===== src/rtl/matmul_pkg.sv =====
// Shared encodings and default widths for the 2x2 multiplier datapath.
// Used by the operand sequencer and by the result serializer.
package matmul_pkg;
   localparam int DW_DEF = 8;
   localparam int RW_DEF = 2*DW_DEF + 1;

   typedef enum logic [1:0] {
      ST_IDLE = 2'b00,
      ST_SEND = 2'b01,
      ST_DONE = 2'b10
   } ser_state_t;

   localparam logic [1:0] IDX_C00  = 2'd0;
   localparam logic [1:0] IDX_C01  = 2'd1;
   localparam logic [1:0] IDX_C10  = 2'd2;
   localparam logic [1:0] IDX_C11  = 2'd3;
   localparam logic [1:0] IDX_LAST = IDX_C11;
endpackage


===== src/rtl/serializer_idx_counter.sv =====
// 2-bit modulo-4 element index for the result serializer.
// Clear wins over increment; nothing moves while ce is low.
module serializer_idx_counter
   import matmul_pkg::*;
(
   input  logic       clk,
   input  logic       mr,
   input  logic       ce,
   input  logic       clr,
   input  logic       inc,
   output logic [1:0] idx
);
   logic [1:0] r_idx;

   always_ff @(posedge clk or negedge mr) begin
      if (!mr) begin
         r_idx <= IDX_C00;
      end else if (ce) begin
         if (clr)
            r_idx <= IDX_C00;
         else if (inc)
            r_idx <= r_idx + 2'd1;
      end
   end

   assign idx = r_idx;
endmodule


===== src/rtl/matrix_result_serializer.sv =====
// Captures C00..C11 in one cycle and streams them row-major over valid/ready.
//
// state | meaning
// IDLE  | waiting for load; captures c00..c11 when load=1
// SEND  | presenting elem[idx]; advances on each accepted transfer
// DONE  | one-cycle done pulse after C11 is accepted, then IDLE
module matrix_result_serializer
   import matmul_pkg::*;
#(
   parameter int DW = DW_DEF,
   parameter int RW = 2*DW + 1
) (
   input  logic          clk,
   input  logic          mr,
   input  logic          ce,
   input  logic          load,
   input  logic [RW-1:0] c00,
   input  logic [RW-1:0] c01,
   input  logic [RW-1:0] c10,
   input  logic [RW-1:0] c11,
   input  logic          out_ready,
   output logic          out_valid,
   output logic [RW-1:0] out_data,
   output logic [1:0]    out_idx,
   output logic          out_last,
   output logic          busy,
   output logic          done
);
   ser_state_t    r_state;
   ser_state_t    w_state_nxt;
   logic [RW-1:0] r_elem [4];
   logic [RW-1:0] r_out_data;
   logic [1:0]    w_idx;
   logic [1:0]    w_idx_nxt;
   logic          w_capture;
   logic          w_xfer;

   always_ff @(posedge clk or negedge mr) begin
      if (!mr)
         r_state <= ST_IDLE;
      else if (ce)
         r_state <= w_state_nxt;
   end

   // out_ready only steers the next-state/transfer strobe, never out_data directly.
   always_comb begin
      w_state_nxt = r_state;
      w_capture   = 1'b0;
      w_xfer      = 1'b0;
      case (r_state)
         ST_IDLE: begin
            if (load) begin
               w_capture   = 1'b1;
               w_state_nxt = ST_SEND;
            end
         end
         ST_SEND: begin
            if (out_ready) begin
               w_xfer = 1'b1;
               if (w_idx == IDX_LAST)
                  w_state_nxt = ST_DONE;
            end
         end
         ST_DONE:  w_state_nxt = ST_IDLE;
         default:  w_state_nxt = ST_IDLE;
      endcase
   end

   serializer_idx_counter u_idx_counter (
      .clk (clk),
      .mr  (mr),
      .ce  (ce),
      .clr (w_capture),
      .inc (w_xfer),
      .idx (w_idx)
   );

   assign w_idx_nxt = w_idx + 2'd1;

   always_ff @(posedge clk or negedge mr) begin
      if (!mr) begin
         for (int k = 0; k < 4; k++)
            r_elem[k] <= '0;
      end else if (ce && w_capture) begin
         r_elem[0] <= c00;
         r_elem[1] <= c01;
         r_elem[2] <= c10;
         r_elem[3] <= c11;
      end
   end

   // Preload the following element so out_data stays a plain register.
   always_ff @(posedge clk or negedge mr) begin
      if (!mr) begin
         r_out_data <= '0;
      end else if (ce) begin
         if (w_capture)
            r_out_data <= c00;
         else if (w_xfer)
            r_out_data <= (w_idx == IDX_LAST) ? '0 : r_elem[w_idx_nxt];
      end
   end

   assign out_valid = (r_state == ST_SEND);
   assign out_data  = r_out_data;
   assign out_idx   = w_idx;
   assign out_last  = out_valid && (w_idx == IDX_LAST);
   assign busy      = out_valid;
   assign done      = (r_state == ST_DONE);
endmodule


===== config.mk =====
export PLATFORM = sky130hd
export DESIGN_NAME = matrix_result_serializer
export DESIGN_NICKNAME = d
export VERILOG_FILES = /design/src/rtl/matmul_pkg.sv /design/src/rtl/serializer_idx_counter.sv /design/src/rtl/matrix_result_serializer.sv
export SDC_FILE = /design/constraint.sdc
export NUM_CORES = 1
export LEC_CHECK = 0
export BUFFER_PORTS_ARGS = -buffer_cell sky130_fd_sc_hd__buf_2
export CAP_MARGIN = 40
export CORE_MARGIN = 4
export CORE_UTILIZATION = 35
export DETAILED_ROUTE_END_ITERATION = 10
export PLACE_DENSITY_LB_ADDON = 0.15
export SETUP_SLACK_MARGIN = 0.5
export SLEW_MARGIN = 10
export SYNTH_ARGS = -nofsm -noshare
export SYNTH_HDL_FRONTEND = slang
export SYNTH_HIERARCHICAL = 1
export SYNTH_SLANG_ARGS = --single-unit
export TNS_END_PERCENT = 10

===== constraint.sdc =====
create_clock -name clk -period 5.65 [get_ports clk]
set_input_delay 0 -clock clk [delete_from_list [all_inputs] [get_ports clk]]
set_output_delay 0 -clock clk [all_outputs]
set_load 0.01 [all_outputs]

==> results of run 1 <==
## cells in the final DEF (no fill, tap or decap)
cell type,instances
a21o_1,17
a21oi_1,2
a221o_1,17
a32oi_1,1
and2_1,19
and4b_1,2
and4bb_2,1
buf_12,1
buf_16,1
buf_2,94
buf_4,4
bufinv_16,2
clkbuf_16,9
clkinv_2,1
clkinv_4,2
dfrtp_1,89
dlygate4sd3_1,69
ha_1,1
inv_1,4
inv_6,2
mux2_2,1
mux4_1,7
mux4_2,10
nand2_1,156
nand4_1,1
nand4bb_4,1
nor2_1,3
nor2b_1,2
nor3b_1,1
o21ai_0,3
o22ai_1,1
## registers in the layout (all words and copies together) (netlist names)
signal and count:
out_data 17, r_elem 68, r_state 2, u_idx_counter/idx 2
## how the worst max path moves through the flow
stage	slack, ps	cells past startpoint	to	from
detailed placement	3250	4	out_data[9]	u_idx_counter/idx[0]
global placement	3300	4	out_data[14]	u_idx_counter/idx[0]
finish	3300	4	out_data[9]	u_idx_counter/idx[0]
CTS	3240	4	out_data[9]	u_idx_counter/idx[0]
floorplan	3670	5	out_data[10]	u_idx_counter/idx[0]
global route	3150	4	out_data[8]	u_idx_counter/idx[0]
## routing by layer
layer / vias up / GRT usage, % / routed length, µm
met2: 67 / 25.84 / 4810
met3: 6 / 3.448 / 389
li1: 1542 / - / -
met4: 0 / 3.800 / 61
met5: - / 0 / 0
met1: 1505 / 21.64 / 4497
## through the flow
step | instance area, µm² | hold WS (ps) | power, W | setup WS [ps] | util (%)
6_report | 5554 | 4.605 | 0.002693 | 3299 | 50.79
5_1_grt | 5554 | 26.67 | 0.002892 | 3154 | 50.79
4_1_cts | 5554 | 0.8826 | 0.002733 | 3245 | 50.79
3_5_place_dp | 4538 | -184.4 | 0.002035 | 3252 | 41.50
3_3_place_gp | 4491 | -186.5 | 0.001996 | 3302 | 41.06
2_1_floorplan | 3935 | -295.6 | 0.001772 | 3666 | -
## critical path: cells and delay by family, from the launching register on
family                   cells  cell delay (ps)
adder cells (fa/ha/maj)      1              880
multiplexers                 1              420
flip-flops                   1              360
AO/OA/AOI/OAI                1              330
buffers and inverters        1              250
## what timing repair did
action	4_1_cts	5_1_grt
buffers inserted	0	0
endpoints found under the hold margin	102	0
hold buffers	69	0
gates resized for setup	0	0
## power groups by stage
stage	clock network, W	registers (W)	logic [W]
2_1_floorplan	0	0.00108	0.000695
3_3_place_gp	0	0.00109	0.000902
3_5_place_dp	0	0.00110	0.000934
4_1_cts	0.000666	0.00109	0.000974
5_1_grt	0.000686	0.00113	0.00107
6_report	0.000646	0.00109	0.000956
## cell families after synthesis
family	Yosys count	synth area share, %
flip-flops	89	56.60
AND/OR/NAND/NOR	186	19.97
multiplexers	18	10.68
AO/OA/AOI/OAI	41	8.585
adder cells (fa/ha/maj)	1	0.3179
buffers and inverters	28	3.847
## cell type report
type	instances	area, µm²	area share (%)
Clock buffer	9	225.2	4.055
Clock inverter	7	100.1	1.802
Inverter	4	15.01	0.2703
Multi-Input combinational cell	246	1573	28.32
Sequential cell	89	2227	40.10
Tap cell	140	175.2	3.154
Timing Repair Buffer	169	1239	22.30
==> results_dict.tcl, run 1 <==
set metrics [dict create \
    outcome "complete, no violations" \
    pwr-share-clk_pct 24.0 \
    diodes 0 \
    fin_cells 664 \
    cts_root_buf "clkbuf_16" \
    p_leak_nw 2.904 \
    cp_cell_sequence "buf_4, ha_1, mux4_2, a221o_1" \
    antenna_found_initial 0 \
    synthTopCellsByCount "156 x nand2_1, 89 x dfrtp_1, 19 x and2_1" \
    yosysWarnings 6 \
    reg2reg_to "out_data[9]" \
    swShare_pct 31.87 \
    synth-edff-count 0 \
    cp.required_ps 5870 \
    wire_per_inst_um 14.70 \
    synth.net_count 437 \
    firstDrtPassIters 4 \
    cp_slowest_cell "ha_1" \
    numCtsBuffers 9 \
    rrSetupSlack_ps 3300 \
    rsz0062_at_grt "false" \
    dieArea_um2 13000 \
    portBuffers 95 \
    crit-reg2reg-launch "u_idx_counter/idx[0]" \
    grt.total_usage_pct 15.82 \
    cap_violations 0 \
    hold_end "r_elem[52]" \
    route.detailed.drc 0 \
    grt_pass1_wl_um 16350 \
    nets 593 \
    final_antenna_net_count 0 \
    worst_ep_arrival_time_ps 2570 \
    cts_tree "done" \
    critPathMaxStageDelay_ps 880 \
    yosys-top-cells-area "dfrtp_1 57%, nand2_1 15%, mux4_2 5.7%, mux4_1 4.7%, a221o_1 4.3%" \
    synth_cell_types 27 \
    fmax_mhz 425.3 \
    synth_area_um2 3935 \
    fin_crit_sh_pct 41.62 \
    synth.avg_cell_area_um2 10.84 \
    pwr-share-comb_pct 35.5 \
    yosysMostFrequentCell "nand2_1" \
    grt_pass1_vias 3243 \
    synth_top_area_cell "dfrtp_1" \
    worstHoldStart "c00[1]" \
    clock_latency_ps 340 \
    die_x_um 114.0 \
    cts_max_path_buffers 2 \
    syn-instance-count 363 \
    areaGrowthSynthToFinish_pct 41.14 \
    vias_per_cell 4.699 \
    numPlacedInstances 579 \
    pwr-share-seq_pct 40.5 \
    r2r_cells 4 \
    rows 38 \
    pin_count 96 \
    htree_levels 3 \
    cp_max_fo 24 \
    p_int_w 0.001834 \
    die_h_um 114.0 \
    overflow 0 \
    hpwl_um 6161 \
    switchingPower_w 0.0008582 \
    synthArstFlopShare_pct 100.0 \
    period_minus_slack_ps 2351 \
    worst-setup-path-type "flop to flop" \
    drv_slew 0 \
    endpoint_kind "flop" \
    grt_max_degree 56 \
    min_path_type "input port to flop" \
    hold_depth 3 \
    initialDrtViolationCount 184 \
    setup_tns_ps 0 \
    synth-main-ff-cell "dfrtp_1" \
    clk_pin_slew_ps 70 \
    seq_area_frac_synth_pct 56.60 \
    routed_wl_um 9758 \
    finalClockSkew_ps 8.774 \
    clock-sinks 89 \
    synth-seq-cells 89 \
    core_area_um2 10940 \
    finalHoldViolCount 0 \
    gp_congestion 0.7111 \
    cp-start-kind "flop" \
    slew_headroom_pct 44.76 \
    synth_top_area_share_pct 56.60 \
    setup_viol 0 \
    vias 3120 \
    power.density_nw_per_um2 484.8 \
    fill_cells 1040 \
    worstMarginPinSlew_ps 828.0 \
    drive_gt1_share_pct 24.62 \
    ir_worst_vdd_v 0.0001815 \
    start_util_pct 35.98 \
]
(Power assumes the default switching activity.)
==> inputs of run 2 (changes only) <==
--- a/config.mk
+++ b/config.mk
@@ -5,6 +5,7 @@
 export SDC_FILE = /design/constraint.sdc
 export NUM_CORES = 1
 export LEC_CHECK = 0
+export ABC_AREA = 1
 export BUFFER_PORTS_ARGS = -buffer_cell sky130_fd_sc_hd__buf_2
 export CAP_MARGIN = 40
 export CORE_MARGIN = 4
==> constraint.sdc (replaced) <==
create_clock -name clk -period 2 [get_ports clk]
set_input_delay 0 -clock clk [delete_from_list [all_inputs] [get_ports clk]]
set_output_delay 0 -clock clk [all_outputs]
set_load 0.01 [all_outputs]
==> results_dict.tcl, run 2 <==
set metrics [dict create \
    yosys-top-cells-area "dfrtp_1 51%, nand2_1 15%, inv_1 7.6%, o21ai_0 5.5%, nor2_1 4.5%" \
    synth_top_area_cell "dfrtp_1" \
    synth_top_area_share_pct 50.89 \
    core_area_um2 12110 \
    synth_cell_types 23 \
    switchingPower_w 0.003313 \
    pwr-share-clk_pct 21.0 \
    hpwl_um 8096 \
    syn-instance-count 582 \
    vias 4031 \
    rows 40 \
    clock-sinks 89 \
    cts_tree "done" \
    cp_max_fo 17 \
    final_area_um2 6141 \
    place_area_um2 5007 \
    firstDrtPassIters 4 \
    vias_per_cell 4.391 \
    setup_tns_ps 0 \
    rrSetupSlack_ps 510 \
    diodes 0 \
    htree_levels 3 \
    drive_gt1_share_pct 19.73 \
    cp-start-kind "flop" \
    drv_slew 0 \
    synthTopCellsByCount "174 x nand2_1, 89 x dfrtp_1, 89 x inv_1" \
    route.detailed.drc 0 \
    clk_pin_slew_ps 60 \
    outcome "complete, no violations" \
    nets 819 \
    initialDrtViolationCount 264 \
    synthArstFlopShare_pct 100.0 \
    start_util_pct 36.14 \
    r2r_cells 6 \
    worstMarginPinSlew_ps 574.6 \
    routed_wl_um 12390 \
    areaGrowthSynthToFinish_pct 40.31 \
    dieArea_um2 14360 \
    hold_depth 3 \
    critPathMaxStageDelay_ps 470 \
    final_cell_mix "174 x nand2_1, 94 x buf_2, 89 x inv_1, 88 x dfrtp_1, 70 x dlygate4sd3_1" \
    slew_headroom_pct 61.69 \
    rsz0062_at_grt "true" \
    grt_pass1_wl_um 20450 \
    synth-main-ff-cell "dfrtp_1" \
    fin_crit_sh_pct 74.27 \
    cts_max_path_buffers 2 \
    endpoint_kind "flop" \
    cp_cell_sequence "ha_4, buf_12, nand3_1, nand2_1, nand2_1, a21oi_1" \
    setup_viol 0 \
    grt_pass1_vias 4182 \
    grt_max_degree 42 \
    final_common_cell "nand2_1" \
    period_minus_slack_ps 1485 \
    hold_end "r_state[1]" \
    cts_root_buf "clkbuf_16" \
    clock_latency_ps 340 \
    yosysMostFrequentCell "nand2_1" \
    largest-register "r_elem" \
    synth_area_um2 4377 \
    ir_worst_vdd_v 0.0005167 \
    reg2reg_to "out_data[6]" \
    wire_per_inst_um 13.49 \
    p_leak_nw 3.193 \
    grt.total_usage_pct 17.85 \
    finalClockSkew_ps 5.521 \
    fmax_mhz 673.2 \
    synth-edff-count 0 \
    swShare_pct 39.29 \
    die_x_um 119.8 \
    power.density_nw_per_um2 1373 \
    die_h_um 119.8 \
    crit_top_cell "nand2_1" \
    crit-reg2reg-launch "u_idx_counter/idx[0]" \
    worst-setup-path-type "flop to flop" \
    cap_violations 0 \
    finalHoldViolCount 0 \
    pwr-share-seq_pct 35.2 \
    worstHoldStart "out_ready" \
    pin_count 96 \
    synth.avg_cell_area_um2 7.520 \
    overflow 0 \
    portBuffers 95 \
    synth-seq-cells 89 \
    gp_congestion 0.8300 \
    cp_slowest_cell "dfrtp_2" \
    worst_ep_arrival_time_ps 1750 \
    pwr-share-comb_pct 43.9 \
    synth.net_count 656 \
    cp.required_ps 2260 \
    yosysWarnings 6 \
    final_antenna_net_count 0 \
    seq_area_frac_synth_pct 50.89 \
    whs_ps 75.20 \
    antenna_found_initial 0 \
    numCtsBuffers 9 \
    p_int_w 0.005120 \
    min_path_type "input port to flop" \
    largest_register_ff_count 68 \
]
## run 2: how the worst max path moves through the flow
stage	startpoint	to	slack, ps
floorplan	u_idx_counter/idx[0]	out_data[10]	510
global placement	u_idx_counter/idx[0]	out_data[10]	310
detailed placement	u_idx_counter/idx[0]	out_data[10]	310
CTS	u_idx_counter/idx[0]	out_data[10]	500
global route	u_idx_counter/idx[0]	out_data[11]	450
finish	u_idx_counter/idx[0]	out_data[6]	510
## run 2: logic make-up (layout without fill, tap and decap cells)
group | after synthesis | count (layout) | synth area share, %
flops | 89 | 89 | 50.89
compound gates | 89 | 89 | 10.21
simple gates | 278 | 278 | 25.99
buf+inv | 125 | 293 | 12.64
fa+ha+maj | 1 | 1 | 0.2858
## run 2: final cells by class
type                    count  area (µm²)
multi-input cells         368        1633
well taps                 168       210.2
flip-flops and latches     89        2228
clock buffers              14       274.0
fillers                  1201        5971
inverters                  96       377.9
clock inverters             2       35.03
repair buffers            181        1383
## run 2: routing by layer
metal  routed length (µm)  share of wire [%]  track usage (%)
met5                    0                  0                0
met4                  240                1.9            7.230
met3                  530                4.3            3.157
met2                 5299                 43            26.06
met1                 6317                 51            26.14
## run 2: repair_timing
action / CTS / global route
endpoints found under the setup margin: 61 / 60
buffers inserted: 3 / 1
gates resized for setup: 6 / 9
hold buffers: 70 / 0
hold endpoints to repair: 108 / 0
pin swaps: 0 / 1
gates cloned: 0 / 1
## run 2: worst max-delay path: cells and delay by family (launching register included)
family                     cells  cell delay (ps)
DFF                            1              470
and+or+nand+nor                3              300
buffers and inverters          1              160
adders and majority gates      1              340
AOI/OAI and AO/OA              1              150
## run 2: power groups by stage
stage	Sequential (W)	Clock [W]	Combinational, W
2_1_floorplan	0.00300	0	0.00234
3_3_place_gp	0.00299	0	0.00333
3_5_place_dp	0.00300	0	0.00337
4_1_cts	0.00297	0.00180	0.00364
5_1_grt	0.00304	0.00188	0.00425
6_report	0.00297	0.00177	0.00370
## run 2: through the flow
stage,setup WS (ps),power (W),util (%),std cells
2_1_floorplan,507.5,0.005334,-,582
3_3_place_gp,312.0,0.006322,41.34,827
3_5_place_dp,309.2,0.006365,41.34,827
4_1_cts,498.1,0.008410,50.12,916
5_1_grt,454.4,0.009177,50.70,918
6_report,514.6,0.008433,50.70,918
==> inputs of run 3 (changes only) <==
--- a/config.mk
+++ b/config.mk
@@ -5,7 +5,7 @@
 export SDC_FILE = /design/constraint.sdc
 export NUM_CORES = 1
 export LEC_CHECK = 0
-export ABC_AREA = 1
+export ABC_AREA = 0
 export BUFFER_PORTS_ARGS = -buffer_cell sky130_fd_sc_hd__buf_2
 export CAP_MARGIN = 40
 export CORE_MARGIN = 4
==> constraint.sdc (replaced) <==
create_clock -name clk -period 1.46 [get_ports clk]
set_input_delay 0 -clock clk [delete_from_list [all_inputs] [get_ports clk]]
set_output_delay 0 -clock clk [all_outputs]
set_load 0.01 [all_outputs]
==> results_dict.tcl, run 3 (same netlist as run 1, synthesis figures left out) <==
set metrics [dict create \
    outcome "finished with violations" \
    violations "setup timing" \
    wire_per_inst_um 15.04 \
    overflow 0 \
    finalHoldViolCount 0 \
    crit_buf_inv 1 \
    grt_pass1_vias 3392 \
    grt.total_usage_pct 16.11 \
    final_cell_mix "89 x buf_2, 86 x dfrtp_1, 69 x nand2_1, 67 x dlygate4sd3_1, 57 x nand2_2" \
    die_h_um 114.0 \
    grt_pass1_wl_um 16510 \
    setup_viol 17 \
    clock-sinks 89 \
    crit_family "flip-flops" \
    final_common_cell "buf_2" \
    firstDrtPassIters 4 \
    numCtsBuffers 9 \
    drive_gt1_share_pct 48.71 \
    antenna_found_initial 0 \
    grt_most_used_layer "met2" \
    numPlacedInstances 595 \
    worstMarginPinSlew_ps 372.5 \
    fin_cells 684 \
    cp-start-kind "flop" \
    hpwl_um 6554 \
    cp_cell_sequence "ha_4, buf_6, mux4_1, a221o_1" \
    pin_count 96 \
    timing.final.ws_setup_ps -157.4 \
    fin_crit_sh_pct 110.8 \
    largest-register "r_elem" \
    gp_congestion 0.7300 \
    fmax_mhz 618.3 \
    core_area_um2 10940 \
    drv_slew 0 \
    period_minus_slack_ps 1617 \
    place_area_um2 4740 \
    worst-setup-path-type "flop to flop" \
    grt_max_degree 48 \
    met3_usage_pct 2.281 \
    cts_tree "done" \
    routed_wl_um 10290 \
    final_area_um2 6332 \
    slew_headroom_pct 75.17 \
    cts_max_path_buffers 2 \
    clock_latency_ps 330 \
    htree_levels 3 \
    endpoint_kind "flop" \
    portBuffers 95 \
    critPathMaxStageDelay_ps 440 \
    finalClockSkew_ps 5.353 \
    route.detailed.drc 0 \
    ir_worst_vdd_v 0.0008649 \
    largest_register_ff_count 68 \
    clk_pin_slew_ps 60 \
    worst_ep_arrival_time_ps 1830 \
    diodes 0 \
    initialDrtViolationCount 143 \
    rsz0062_at_grt "true" \
    cp.required_ps 1680 \
    dieArea_um2 13000 \
    vias 3254 \
    power.density_nw_per_um2 1870 \
    nets 613 \
    cp_max_fo 7 \
    cts_root_buf "clkbuf_16" \
    areaGrowthSynthToFinish_pct 60.92 \
    cp_slowest_cell "dfrtp_2" \
    rows 38 \
    final_antenna_net_count 0 \
    die_x_um 114.0 \
    start_util_pct 35.98 \
    min_path_type "input port to flop" \
    met1_usage_pct 21.30 \
    cap_violations 0 \
    p_leak_nw 3.302 \
    vias_per_cell 4.757 \
    grt_use_met2_pct 26.89 \
    fill_cells 947 \
]
-- run 3: changes by cell type in the layout (fill, tap and decap cells not counted), moves of 27 or more --
cell / delta
o21ai_0: -47
nand2_4: +27
nand3_1: -35
nand2_1: -105
inv_1: -85
nor2_1: -52
nand2_2: +52
-- run 3: final timing paths --
check / from / endpoint / slack (ps) / cells after the start
setup reg to reg: u_idx_counter/idx[0] / out_data[2] / -160 / 4
max in group asynchronous: mr / u_idx_counter/idx[0] / 750 / 3
min in group asynchronous: mr / r_elem[35] / 130 / 2
hold / removal: c00[0] / r_elem[51] / 20 / 3
hold reg to reg: r_elem[8] / r_elem[8] / 470 / 2
setup / recovery: u_idx_counter/idx[0] / out_data[2] / -160 / 4
-- run 3: timing repair --
item                                    CTS  global route
endpoints found under the hold margin   153             3
buffers inserted                          5             1
endpoints found under the setup margin   94            95
hold buffers                             64             3
pin swaps                                 3           111
gates resized for setup                  18           156
-- run 3: layout make-up --
type	count	area, µm²	share of cell area, %
timing repair buffer	189	1568	24.76
tap	140	175.2	2.766
inverter	4	15.01	0.2371
multi-input combinational	246	2014	31.81
clock inverter	6	90.09	1.423
clock buffer	10	239.0	3.774
sequential	89	2231	35.23
-- run 3: power by group --
part	internal, W	switching (W)
logic	0.00287	0.00212
clock network	0.00155	0.000957
registers	0.00360	0.000730
-- run 3: stage by stage --
step	TNS [ps]	hold slack [ps]	worst slack, ps	utilization (%)	total power [W]
2_1_floorplan	-3141	-295.6	-228.7	-	0.006994
3_3_place_gp	-2870	-53.10	-185.0	43.34	0.008139
3_5_place_dp	-3366	-50.63	-223.9	43.34	0.008259
4_1_cts	-2384	0.7789	-164.0	53.15	0.01135
5_1_grt	-2987	14.09	-195.7	57.91	0.01261
6_report	-2413	15.60	-157.4	57.91	0.01184
-- run 3: per-layer routing --
| metal | vias to the layer above | routed length, µm |
|---|---|---|
| met4 | 0 | 187 |
| met2 | 58 | 5252 |
| met5 | - | 0 |
| met3 | 13 | 313 |
| met1 | 1606 | 4535 |
| li1 | 1577 | - |
-- run 3: tightest hold or removal path, delay by kind of cell --
| kind | cells | cell delay (ps) |
|---|---|---|
| buffers and inverters | 1 | 70 |
| AO/OA/AOI/OAI | 1 | 100 |
| AND/OR/NAND/NOR | 1 | 140 |
